$ cat config.mk
export PLATFORM = sky130hd
export DESIGN_NAME = staticio_tx_sched
export DESIGN_NICKNAME = d
export VERILOG_FILES = /design/src/rtl/staticio_tx_sched.sv
export SDC_FILE = /design/constraint.sdc
export NUM_CORES = 1
export LEC_CHECK = 0
export BUFFER_PORTS_ARGS = -buffer_cell sky130_fd_sc_hd__buf_2
export CAP_MARGIN = 10
export CORE_MARGIN = 2
export CORE_UTILIZATION = 35
export CTS_BUF_LIST = sky130_fd_sc_hd__clkbuf_8
export DETAILED_ROUTE_END_ITERATION = 7
export GPL_TIMING_DRIVEN = 0
export PLACE_DENSITY = 0.57
export SYNTH_ARGS = -nofsm -noshare
export SYNTH_HDL_FRONTEND = slang
export SYNTH_SLANG_ARGS = --single-unit
$ cat constraint.sdc
create_clock -name clk -period 3.9 [get_ports clk]
set_input_delay 0.39 -clock clk [delete_from_list [all_inputs] [get_ports clk]]
set_output_delay 0.39 -clock clk [all_outputs]
set_load 0.1 [all_outputs]
$ cat src/rtl/staticio_tx_sched.sv
// rtl/staticio_tx_sched.sv - round-robin byte scheduler feeding the shared staticio UART transmitter
// Sources are NUM_REQ external requesters plus one internal heartbeat slot at index NUM_REQ.

module staticio_tx_sched #(
  parameter int         NUM_REQ    = 3,
  parameter int         HB_PERIOD  = 19_000_000,
  parameter logic [7:0] HB_BYTE    = 8'hF1,
  parameter int         GAP_CYCLES = 0,
  parameter int         START_TMO  = 16
) (
  input  logic                 clk,
  input  logic                 reset_n,
  input  logic [NUM_REQ-1:0]   req_valid,
  input  logic [8*NUM_REQ-1:0] req_data,
  output logic [NUM_REQ-1:0]   req_ready,
  input  logic                 hb_en,
  output logic                 uart_tdata,
  output logic [15:0]          uart_data,
  input  logic                 uart_txint,
  input  logic                 uart_tsre,
  output logic                 busy,
  output logic [2:0]           grant_id,
  output logic                 tx_err,
  output logic                 hb_drop
);

  localparam int            N1       = NUM_REQ + 1;
  localparam int            HW       = $clog2(HB_PERIOD);
  localparam int            CW       = 16;
  localparam logic [HW-1:0] HB_LAST  = HW'(HB_PERIOD - 1);
  localparam logic [CW-1:0] TMO_LAST = CW'(START_TMO - 1);
  localparam logic [CW-1:0] GAP_LAST = CW'(GAP_CYCLES - 1);
  localparam logic [2:0]    HB_ID    = 3'(NUM_REQ);

  typedef enum logic [2:0] {S_IDLE, S_LOAD, S_WAIT_ST, S_WAIT_DN, S_GAP} state_t;

  state_t        state_q, state_d;
  logic [2:0]    rr_q, rr_d, grant_q, grant_d;
  logic [15:0]   data_q, data_d;
  logic [CW-1:0] cnt_q, cnt_d;
  logic [HW-1:0] hb_cnt_q, hb_cnt_d;
  logic          hb_pend_q, hb_pend_d;
  logic          tx_err_q, tx_err_d;
  logic          hb_drop_q, hb_drop_d;

  logic [7:0]    src;
  logic [3:0]    idx;
  logic [2:0]    sel_idx;
  logic          sel_found;
  logic [7:0]    sel_byte;
  logic          hb_tick, hb_consume;

  assign src = 8'({hb_pend_q, req_valid});

  // First active source at or after the rotation pointer, wrapping over NUM_REQ+1 slots.
  always_comb begin
    sel_found = 1'b0;
    sel_idx   = '0;
    idx       = '0;
    for (int i = 0; i < N1; i++) begin
      idx = {1'b0, rr_q} + 4'(i);
      if (idx >= 4'(N1)) idx = idx - 4'(N1);
      if (!sel_found && src[idx[2:0]]) begin
        sel_found = 1'b1;
        sel_idx   = idx[2:0];
      end
    end
  end

  always_comb begin
    sel_byte = HB_BYTE;
    for (int i = 0; i < NUM_REQ; i++) begin
      if (sel_idx == 3'(i)) sel_byte = req_data[8*i +: 8];
    end
  end

  always_comb begin
    state_d  = state_q;
    rr_d     = rr_q;
    grant_d  = grant_q;
    data_d   = data_q;
    cnt_d    = cnt_q;
    tx_err_d = 1'b0;
    case (state_q)
      S_IDLE: begin
        if (sel_found) begin
          grant_d = sel_idx;
          data_d  = {7'b0, 1'b1, sel_byte};
          rr_d    = (sel_idx == HB_ID) ? 3'd0 : sel_idx + 3'd1;
          state_d = S_LOAD;
        end
      end
      S_LOAD: begin
        cnt_d   = '0;
        state_d = S_WAIT_ST;
      end
      S_WAIT_ST: begin
        if (uart_txint) begin
          state_d = S_WAIT_DN;
        end else if (cnt_q == TMO_LAST) begin
          tx_err_d = 1'b1;
          state_d  = S_IDLE;
        end else begin
          cnt_d = cnt_q + CW'(1);
        end
      end
      S_WAIT_DN: begin
        if (uart_tsre) begin
          cnt_d   = '0;
          state_d = (GAP_CYCLES > 0) ? S_GAP : S_IDLE;
        end
      end
      S_GAP: begin
        if (cnt_q == GAP_LAST) state_d = S_IDLE;
        else                   cnt_d   = cnt_q + CW'(1);
      end
      default: state_d = S_IDLE;
    endcase
  end

  // A tick landing on a pending heartbeat is only a drop when that heartbeat is not going out this cycle.
  assign hb_tick    = hb_en && (hb_cnt_q == HB_LAST);
  assign hb_consume = (state_q == S_IDLE && sel_found && sel_idx == HB_ID) ||
                      (state_q == S_LOAD && grant_q == HB_ID);

  always_comb begin
    hb_cnt_d  = hb_cnt_q;
    hb_pend_d = hb_pend_q;
    hb_drop_d = 1'b0;
    if (!hb_en) begin
      hb_cnt_d  = '0;
      hb_pend_d = 1'b0;
    end else if (hb_tick) begin
      hb_cnt_d  = '0;
      hb_pend_d = 1'b1;
      hb_drop_d = hb_pend_q && !hb_consume;
    end else begin
      hb_cnt_d = hb_cnt_q + HW'(1);
      if (state_q == S_LOAD && grant_q == HB_ID) hb_pend_d = 1'b0;
    end
  end

  always_ff @(posedge clk or negedge reset_n) begin
    if (!reset_n) begin
      state_q   <= S_IDLE;
      rr_q      <= '0;
      grant_q   <= '0;
      data_q    <= '0;
      cnt_q     <= '0;
      hb_cnt_q  <= '0;
      hb_pend_q <= 1'b0;
      tx_err_q  <= 1'b0;
      hb_drop_q <= 1'b0;
    end else begin
      state_q   <= state_d;
      rr_q      <= rr_d;
      grant_q   <= grant_d;
      data_q    <= data_d;
      cnt_q     <= cnt_d;
      hb_cnt_q  <= hb_cnt_d;
      hb_pend_q <= hb_pend_d;
      tx_err_q  <= tx_err_d;
      hb_drop_q <= hb_drop_d;
    end
  end

  always_comb begin
    req_ready = '0;
    for (int i = 0; i < NUM_REQ; i++) begin
      req_ready[i] = (state_q == S_LOAD) && (grant_q == 3'(i)) && req_valid[i];
    end
  end

  assign uart_tdata = (state_q == S_LOAD);
  assign uart_data  = data_q;
  assign busy       = (state_q != S_IDLE);
  assign grant_id   = grant_q;
  assign tx_err     = tx_err_q;
  assign hb_drop    = hb_drop_q;

endmodule

# Yosys cells after proc, flatten, opt, wreduce, memory -nomap -nowiden
# Cells that the tools add are included.
# Widths: inputs -> output; s select.
# op_classes
n_lt_le_gt_ge	8
n_eq_ne	21
mux	45
reduce_logical	27
add_sub_neg	10
# ops
op	count
$mux 16	4
$pmux 16 s4	1
$mux 25	2
$mux 3	14
$add 25x1->25 const B	1
$eq 25x25->1 const B	1
$mux 8	3
$eq 3x2->1 const B	6
$add 16x1->16 const B	1
$eq 16x16->1 const B	1
$eq 16x4->1 const B	1
$lt 3x4->1 const B	4
$mux 1	16
$pmux 3 s5	1
$logic_and 1x1->1	14
$bmux 1 s3	4
$ge 4x3->1 const B	3
$ne 2x2->1 const B	6
$sub 3x3->3 const B	4
$eq 3x1->1 const B	3
$logic_not 3->1	3
$add 3x2->4 const B	2
$reduce_and 5->1	1
$add 3x1->4 const B	1
11 further kinds	14
# totals
word_cells	120
ff_bits	62
output_inout_bits	26
in_bits	32

# Logic depth before layout (Yosys ltp)
# Gate-level depths: netlist of the first run.
# depth
ltp_word	21
ltp_mapped	15
mapped_depth_nobuf	13

# Worst setup path before layout of the first run
# Ideal clock, no wire load.
# synth_path
kind	register -> output
start	reg grant_q[2] (netlist: grant_id[2])
end	out req_ready[0]
required_ns	3.510
slack_ns	-0.447
stages_incl_launch_ff	3
arrival_ns	3.957
path_buffers	0
cell_sequence	dfrtp_1 nor2_1 nor4bb_1
# synth_via
elab_chain_len	3
# synth_rtl
item	line_no	rtl
from (decl)	38	logic [2:0] rr_q, rr_d, grant_q, grant_d;
from (signal assigned)	157	grant_q <= grant_d;
$logic_not 3->1	170	req_ready[i] = (state_q == S_LOAD) && (grant_q == 3'(i)) && req_valid[i];
$logic_and 1x1->1 (2 in a row)	170	
to (decl)	15	output logic [NUM_REQ-1:0] req_ready,
# No other way between the ends.

# Worst setup path after layout of the first run
# layout_path
start	reg rr_q[0]
end	reg data_q[0] (netlist: uart_data[0])
# layout_via
elab_chain_len	18
elab_cells_between_ends	44
classes_between	add/sub (7); order compare (4); eq/ne (2); mux (23); reduce/logical (8)
# layout_rtl
item	line_no	rtl
from (decl)	38	
from (signal assigned)	156	rr_q <= rr_d;
branches (longest 13 deep; another with $add 3x1->4)	n/a	
$mux 3 (*)	63	if (!sel_found && src[idx[2:0]]) begin
via sel_idx[1]	48	logic [2:0] sel_idx;
$logic_not 3->1	73	if (sel_idx == 3'(i)) sel_byte = req_data[8*i +: 8];
$mux 8 (2 in a row)	73	
$mux 8 (*)	73	
to (signal assigned)	158	data_q <= data_d;
to (decl)	39	logic [15:0] data_q, data_d;
# Mark *: on every way through the listed nets, which the timed path passes. The select of a mux whose other input is x is not followed.
# A chain may end at the register's enable or synchronous reset.

==> results by stage, run 1 <==
Outcome:
- The flow ran to the end, and the final reports show no timing, DRC or antenna violations.

Routing:
- The via count is 2892.
- The via density per instance is 5.02.
- The length of the first detailed-routing pass in iterations is 4.
- The number of nets with antenna violations after detailed routing is 0.
- The DRC violation count after routing is 0.
- Dividing the detail-routed wire length by the instance count gives 13.9 um.
- The initial detailed-routing violation count is 151.
- Summed over all layers, the routed wires come to 7.98 mm.

GRT:
- The initial antenna violation count is 0.
- The met1 routing resource usage after global routing is 19.7%.
- The aggregate global routing overflow is 0.
- The busiest metal layer after global routing is met2.
- The number of global-route vias before repair was 2824.
- The first global-routing pass estimated 13.9 mm of wire.
- Entering global routing, the biggest net connects 62 pins.
- The global routing met2 resource utilization is 26.4%.
- The overall track demand over capacity in global routing is 15.7%.
- Global routing consumed, on the met3 layer, 4.68% of the routing resources.

STA:
- The final hold violation count was 0.
- Setup repair after global routing left no endpoint under its margin.
- The post-route clock period utilization is 91.9%.
- The final-report max-slew violation count was 0.
- For this run, the top clock speed supported by timing is 279 MHz.
- The clock skew after layout is 0.00957 ns.
- The transition time at the pin with the least slew margin is 1.14 ns.
- The total setup violations reported at the end of the flow is 0.
- The accumulated negative setup slack is 0 ns.
- Counting I/O delays and the setup requirement, the final critical path takes 3.59 ns.
- Headroom to the max-slew limit came out at 23.4%.

CTS:
- Clock tree synthesis inserted a total of 9 buffers.
- The clock edge transition at the registers on the reported setup and hold paths is 0.07 ns.
- Post-CTS timing repair inserted 0 buffers for setup.
- The CTS root buffer is clkbuf_8.
- TritonCTS built the clock tree.
- The clock insertion delay at the later pin of the skew report is 0.34 ns.
- Post-CTS repair changed the size of 0 cells.
- The number of sinks handled by clock tree synthesis is 61.
- The maximum level of the CTS H-tree is 3.
- The number of hold-repair buffers added at the cts stage is 0.
- In this run the deepest clock path goes through 2 buffers.

Synthesis:
- The synthesized area is 3540 um2.
- Of all flip-flops after synthesis, the portion carrying an async set or reset was 100%.
- A synthesized cell averages 9.55 um2.
- Counting instances in the post-synthesis netlist gives the leading cell types as dfrtp_1, nor2_1, nand2_1.
- Summed over its instances, the top area cell type makes up 43.1% of the synthesized netlist area.
- Synthesis handed over a netlist of 371 instances.
- Yosys attributes the largest share of cell area to dfrtp_1, nor2_1, xor2_1.
- Among all flip-flop cells after synthesis, the most frequent one is dfrtp_1.
- The number of enable flip-flop cells after synthesis is 0.
- The synthesized design contains 61 register bits.
- The distinct cell type count of the synthesized netlist is 58.
- The warning count from the yosys run is 0.
- dfrtp_1 is the most common cell in the netlist.
- The largest total area in the synthesized netlist belongs to dfrtp_1.
- Sequential elements use 43.1% of the synthesized area.

Die:
- In this run the horizontal extent of the chip is 105 um.
- After floorplanning, the core was divided into 36 placement rows.
- The die outline area is 10900 um2.
- The I/O pin count is 58.
- Once the floorplan was initialized, standard cells occupied 36.1% of the core.
- The total area inside the core boundary comes to 9820 um2.
- The vertical extent of the die is 105 um.

Worst setup path:
- The critical path runs through a total of 15 cells.
- Along the worst path, the maximum fanout reaches 9.
- The arrival time reported for the critical path endpoint is 3.82 ns.
- The family with the most delay on the worst path is compound AO/OA/AOI/OAI gates.
- Following the worst setup path forward leads to its endpoint at uart_data[0]$_DFFE_PN0N_.
- In this run the worst setup path begins at rr_q[0]$_DFFE_PN0N_.
- The worst register-to-register path begins at rr_q[0]$_DFFE_PN0N_.
- For the worst setup path, the data required time is 4.13 ns.
- On the worst path, the slowest cell contributes a delay of 0.45 ns.
- The sort of element at the start of the critical path is a flop.
- The category of the worst setup path capture point is a flop.
- The critical path's most frequent cell is inv_1.
- The critical path is of the flop to flop type.
- The critical path buffer and inverter count is 5.
- The endpoint of the worst-slack reg-to-reg timing path is uart_data[0]$_DFFE_PN0N_.
- The worst reg-to-reg path cell count is 15.
- The cell with the largest stage delay on the worst path is o32ai_2.
- The critical path goes through buf_4 > inv_1 > ha_1 > buf_2 > mux2i_1 > o32a_1 > o21ai_0 > o32ai_2 > inv_1 > ha_1 > inv_1 > nand2_1 > o22ai_1 > o21ai_0 > mux2_2.
- The worst reg-to-reg setup slack is 0.31 ns.

Worst hold path:
- The path class of the tightest hold or removal check is input pin to async pin.

Power:
- VDD sags by at most 0.000286 V.
- Dividing total power by cell area gives a power density of 679 nW/um2.
- The total leakage power is 1.88 nW.

Finish:
- The cell area after layout is 4220 um2.
- The count of fill cells added during filler insertion is 987.
- The net count of the finished layout is 478.
- 0 antenna diodes ended up in the layout.
- Compared with the post-synthesis result, the final layout area differs by 19.2%.
- Cells with a size suffix above 1 make up 23.0% of the layout.

Placed design:
- The post-placement cell area is 4000 um2.
- In this run the tool buffered the top-level ports with 50 buffer cells.
- The half-perimeter wire length after placement is 5.72 mm.
- The placer congestion estimate is 0.850.

Job:
- Across the run, the number of max-cap violations was 0.
-- power by group --
group / switching [mW] / total [mW] / internal, mW
sequential: 0.0764 / 0.795 / 0.718
combinational: 1.02 / 1.44 / 0.420
clock: 0.242 / 0.632 / 0.390
total: 1.34 / 2.87 / 1.53
-- routing by layer --
layer  up-vias  share of wire, %  wire length [um]
li1       1442                 -                 -
met1      1394                45              3570
met2        46                50              4020
met3        10               3.9               312
met4         0              0.98                78
met5         -                 0                 0
-- sequential cells by signal (all words and copies together) (netlist names) --
register and count:
hb_drop 1, hb_pend_q 1, tx_err 1, grant_id 3
rr_q 3, hb_cnt_q 25, cnt_q 16, state_q 2
uart_data 9
-- cells in the final DEF (no fill, tap or decap), drive strengths merged, types with 10 or more instances in the layout --
master,netlist,layout
xnor2,11,11
clkbuf,3,14
inv,19,21
nand3,22,22
a21oi,14,14
dfrtp,61,61
buf,16,66
nor2,37,37
or4,10,10
nand2,35,35
nand4,10,10
xor2,15,15
o21ai,17,17
-- through the flow --
stage | util, % | power, mW | setup slack (ns) | instances | hold WS (ns)
after floorplan | - | 1.97 | 0.640 | 377 | 0.0944
after global placement | 40.7 | 2.24 | 0.440 | 560 | 0.453
after detailed placement | 40.7 | 2.25 | 0.395 | 560 | 0.458
after CTS | 43.0 | 2.90 | 0.379 | 576 | 0.161
after global routing | 43.0 | 3.06 | 0.0746 | 576 | 0.202
final | 43.0 | 2.87 | 0.314 | 576 | 0.110
-- cell type report --
| type | instances | area [um2] | area share, % |
|---|---|---|---|
| flip-flops and latches | 61 | 1530 | 36.1 |
| clock inverters | 5 | 75.1 | 1.78 |
| repair buffers | 50 | 253 | 5.98 |
| well taps | 133 | 166 | 3.94 |
| plain buffers | 19 | 146 | 3.47 |
| inverters | 19 | 71.3 | 1.69 |
| clock buffers | 11 | 151 | 3.58 |
| multi-input cells | 278 | 1830 | 43.4 |
-- cells by family after synthesis --
family | synth area share (%)
other | 0.106
muxes | 5.47
DFF | 43.1
buffers and inverters | 6.14
xor gates and xnor gates | 6.43
AOI/OAI and AO/OA | 12.1
and+or+nand+nor | 23.8
adders and majority gates | 2.82
-- worst reg2reg max path: stages, from the launching register on --
cell	delay [ns]
dfrtp_1	0.35
buf_4	0.17
inv_1	0.12
ha_1	0.29
buf_2	0.20
mux2i_1	0.29
o32a_1	0.23
o21ai_0	0.12
o32ai_2	0.45
inv_1	0.12
ha_1	0.28
inv_1	0.16
nand2_1	0.15
o22ai_1	0.17
o21ai_0	0.10
mux2_2	0.27
-- worst min path at each step --
stage	startpoint	endpoint	depth (start not counted)
after floorplan	reset_n	cnt_q[0]$_DFFE_PN0P_	0
after global placement	uart_data[8]$_DFFE_PN0N_	uart_data[8]$_DFFE_PN0N_	1
after detailed placement	uart_data[8]$_DFFE_PN0N_	uart_data[8]$_DFFE_PN0N_	1
after CTS	reset_n	uart_data[8]$_DFFE_PN0N_	1
after global routing	reset_n	cnt_q[9]$_DFFE_PN0P_	1
final	reset_n	uart_data[8]$_DFFE_PN0N_	1
(Power assumes the default switching activity.)
==> run 2: changes to the inputs <==
--- a/config.mk
+++ b/config.mk
@@ -7,7 +7,7 @@
 export LEC_CHECK = 0
 export BUFFER_PORTS_ARGS = -buffer_cell sky130_fd_sc_hd__buf_2
 export CAP_MARGIN = 10
-export CORE_MARGIN = 2
+export CORE_MARGIN = 8
 export CORE_UTILIZATION = 35
 export CTS_BUF_LIST = sky130_fd_sc_hd__clkbuf_8
 export DETAILED_ROUTE_END_ITERATION = 7
==> results by stage, run 2 (synthesis gave the netlist of run 1 again) <==
STA:
- The accumulated negative setup slack is 0 ns (unchanged).
- The final-report max-slew violation count is 0 (unchanged).
- The maximum clock frequency is 287 MHz (+2.8%).
- The relative slew slack is 33.0% (+9.6 points).
- The smallest setup slack after layout is 0.413 ns (+0.0985 ns).
- The final hold violation count was 0 (unchanged).
- Setup repair after global routing left no endpoint under its margin.
- The total setup violations reported at the end of the flow is 0 (unchanged).
- The transition time at the pin with the least slew margin is 0.996 ns (-0.142 ns).
- The post-route clock period utilization is 89.4% (-2.5 points).
- The clock period minus final worst setup slack is 3.49 ns (-0.0985 ns).
- The clock skew after layout is 0.0151 ns (+0.00553 ns).

Power:
- The sequential power share came to 28.1% (+0.4 points).
- The internal power is 1.48 mW (-3.0%).
- The share of total power in the clock network was 20.9% (-1.1 points).
- The overall power after layout came to 2.83 mW (-1.3%).
- The total net switching power is 1.35 mW (+0.59%).
- The ratio of total power to cell area is 673 nW/um2 (-0.98%).
- The total leakage power is 1.87 nW (-0.44%).
- The switching power share of the total was 47.7% (+0.91 points).
- The peak supply drop came to 0.000286 V (+0.22%).
- The share of total power in combinational logic is 51.0% (+0.7 points).

CTS:
- The CTS root buffer is clkbuf_8.
- The post-cts sizing count came to 0 (unchanged).
- The maximum clock insertion buffer count is 2 (unchanged).
- The CTS buffer count is 9 (unchanged).
- The number of sinks handled by clock tree synthesis is 61 (unchanged).
- The maximum level of the CTS H-tree is 3 (unchanged).
- The total setup buffers inserted after CTS is 0 (unchanged).
- The clock edge transition at the registers on the reported setup and hold paths was 0.07 ns (about the same).
- The clock insertion delay at the later pin of the skew report came to 0.33 ns (about the same).
- TritonCTS built the clock tree.
- The number of hold-repair buffers added at the cts stage is 0 (unchanged).

Die:
- The initial core utilization came to 36.1% (unchanged).
- The die extent in x is 117 um (+11%).
- The vertical extent of the die came to 117 um (+11%).
- The site row count is 36 (unchanged).
- The die outline area came to 13600 um2 (+24%).
- The I/O pin count was 58 (unchanged).
- The core region area is 9820 um2 (unchanged).

Worst setup path:
- The arrival time reported for the critical path endpoint is 3.71 ns (-0.11 ns).
- The worst setup path is of the flop to flop kind.
- The critical path data required time is 4.12 ns (about the same).
- The biggest fanout along the worst timing path is 9 (unchanged).
- STA classifies the critical path startpoint as a flop.
- The category of the worst setup path capture point is a flop.

GRT:
- The global-route wire length before repair is 13.9 mm (+0.45%).
- The largest net degree at the start of global routing is 62 (unchanged).
- The aggregate global routing overflow is 0 (unchanged).
- The overall track demand over capacity in global routing was 12.9% (-2.8 points).
- The number of global-route vias before repair is 2894 (+2.5%).
- The initial antenna violation count is 0 (unchanged).

Routing:
- The via count was 2888 (-0.14%).
- The total length of routed wires is 8.44 mm (+5.8%).
- The via density per instance is 5.01 (-0.14%).
- The number of nets with antenna violations after detailed routing is 0 (unchanged).
- The initial detailed-routing violation count is 158 (+4.6%).
- The length of the first detailed-routing pass in iterations is 4 (unchanged).
- The average detailed-routed wire length per instance is 14.7 um (+5.8%).
- The DRC violation count after routing is 0 (unchanged).

Placed design:
- The pre-CTS setup slack was 0.435 ns (+0.0400 ns).
- The placer congestion estimate is 0.793 (-6.7%).
- The half-perimeter wire length after placement came to 6.20 mm (+8.3%).
- The count of buffers from port buffering is 50 (unchanged).

Finish:
- The share of post-route cells with drive strength above 1 came to 23.3% (+0.23 points).
- The count of fill cells added during filler insertion is 1027 (+4.1%).
- The number of antenna cells inserted was 0 (unchanged).
- The net count of the finished layout is 478 (unchanged).
- The flip-flop count of the largest register after layout is 25 (unchanged).
- From synthesis to final layout, the design area changed by 18.8%.
- More flip-flops sit in one register than any other, and that register is hb_cnt_q.
- The library cell used most frequently in the layout, excluding fill and tap cells, is dfrtp_1.
- In the layout the commonest cells are dfrtp_1, buf_2, nor2_1.
- The final design utilization is 42.9% (-0.15 points).

Job:
- The number of maximum-capacitance violations came to 0 (unchanged).

Worst hold path:
- The worst hold path belongs to the class input pin to async pin.

Outcome:
- The flow ran to the end, and the final reports show no timing, DRC or antenna violations.
==> run 2: area by class of cell <==
cell class | instances | area, um2 | area share, %
Inverter | 19 | 71.3 | 1.69
Sequential cell | 61 | 1530 | 36.3
Tap cell | 133 | 166 | 3.95
Multi-Input combinational cell | 278 | 1830 | 43.6
Clock buffer | 12 | 165 | 3.92
Buffer | 19 | 146 | 3.48
Timing Repair Buffer | 50 | 253 | 6.00
Clock inverter | 4 | 46.3 | 1.10
==> run 2: path summary, 6_finish.rpt <==
| kind | startpoint | endpoint | slack [ns] | cells past startpoint |
|---|---|---|---|---|
| hold reg to reg | uart_data[8]$_DFFE_PN0N_ | uart_data[8]$_DFFE_PN0N_ | 0.47 | 1 |
| min in group clk | hb_en | hb_pend_q$_DFFE_PN0P_ | 0.33 | 2 |
| max in group asynchronous | reset_n | uart_data[5]$_DFFE_PN0N_ | 3.24 | 1 |
| setup reg to reg | rr_q[0]$_DFFE_PN0N_ | uart_data[6]$_DFFE_PN0N_ | 0.41 | 15 |
| setup / recovery | rr_q[0]$_DFFE_PN0N_ | uart_data[6]$_DFFE_PN0N_ | 0.41 | 15 |
| hold / removal | reset_n | hb_cnt_q[21]$_DFF_PN0_ | 0.15 | 1 |
==> run 2: power by group through the flow <==
stage / Clock (mW) / Combinational, mW / Sequential, mW
detailed placement: 0 / 1.45 / 0.808
global route: 0.643 / 1.58 / 0.810
CTS: 0.616 / 1.46 / 0.796
global placement: 0 / 1.44 / 0.803
finish: 0.591 / 1.45 / 0.796
floorplan: 0 / 0.819 / 1.15
==> run 2: metrics by stage <==
| step | cell area (um2) | std cells | hold slack, ns |
|---|---|---|---|
| 6_report | 4210 | 576 | 0.145 |
| 5_1_grt | 4210 | 576 | 0.208 |
| 4_1_cts | 4210 | 576 | 0.170 |
| 3_5_place_dp | 4000 | 560 | 0.459 |
| 3_3_place_gp | 4000 | 560 | 0.452 |
| 2_1_floorplan | 3580 | 377 | 0.0944 |
==> run 2: critical path, cell delays in order (launching register included) <==
cell and delay, ns:
dfrtp_1 0.36, buf_4 0.18, inv_1 0.12, ha_1 0.29, buf_2 0.20, mux2i_1 0.26
o32a_1 0.21, o21ai_0 0.11, o32ai_2 0.43, inv_1 0.12, ha_1 0.27, inv_1 0.16
nand2_1 0.14, o22ai_1 0.16, o21ai_0 0.10, mux2_2 0.27
==> run 2: per-layer routing <==
metal | vias up | GRT usage [%] | share of wire [%]
li1 | 1440 | - | -
met1 | 1405 | 15.6 | 45
met5 | - | 0 | 0
met3 | 4 | 3.05 | 3.7
met2 | 39 | 22.0 | 50
met4 | 0 | 4.61 | 1.1
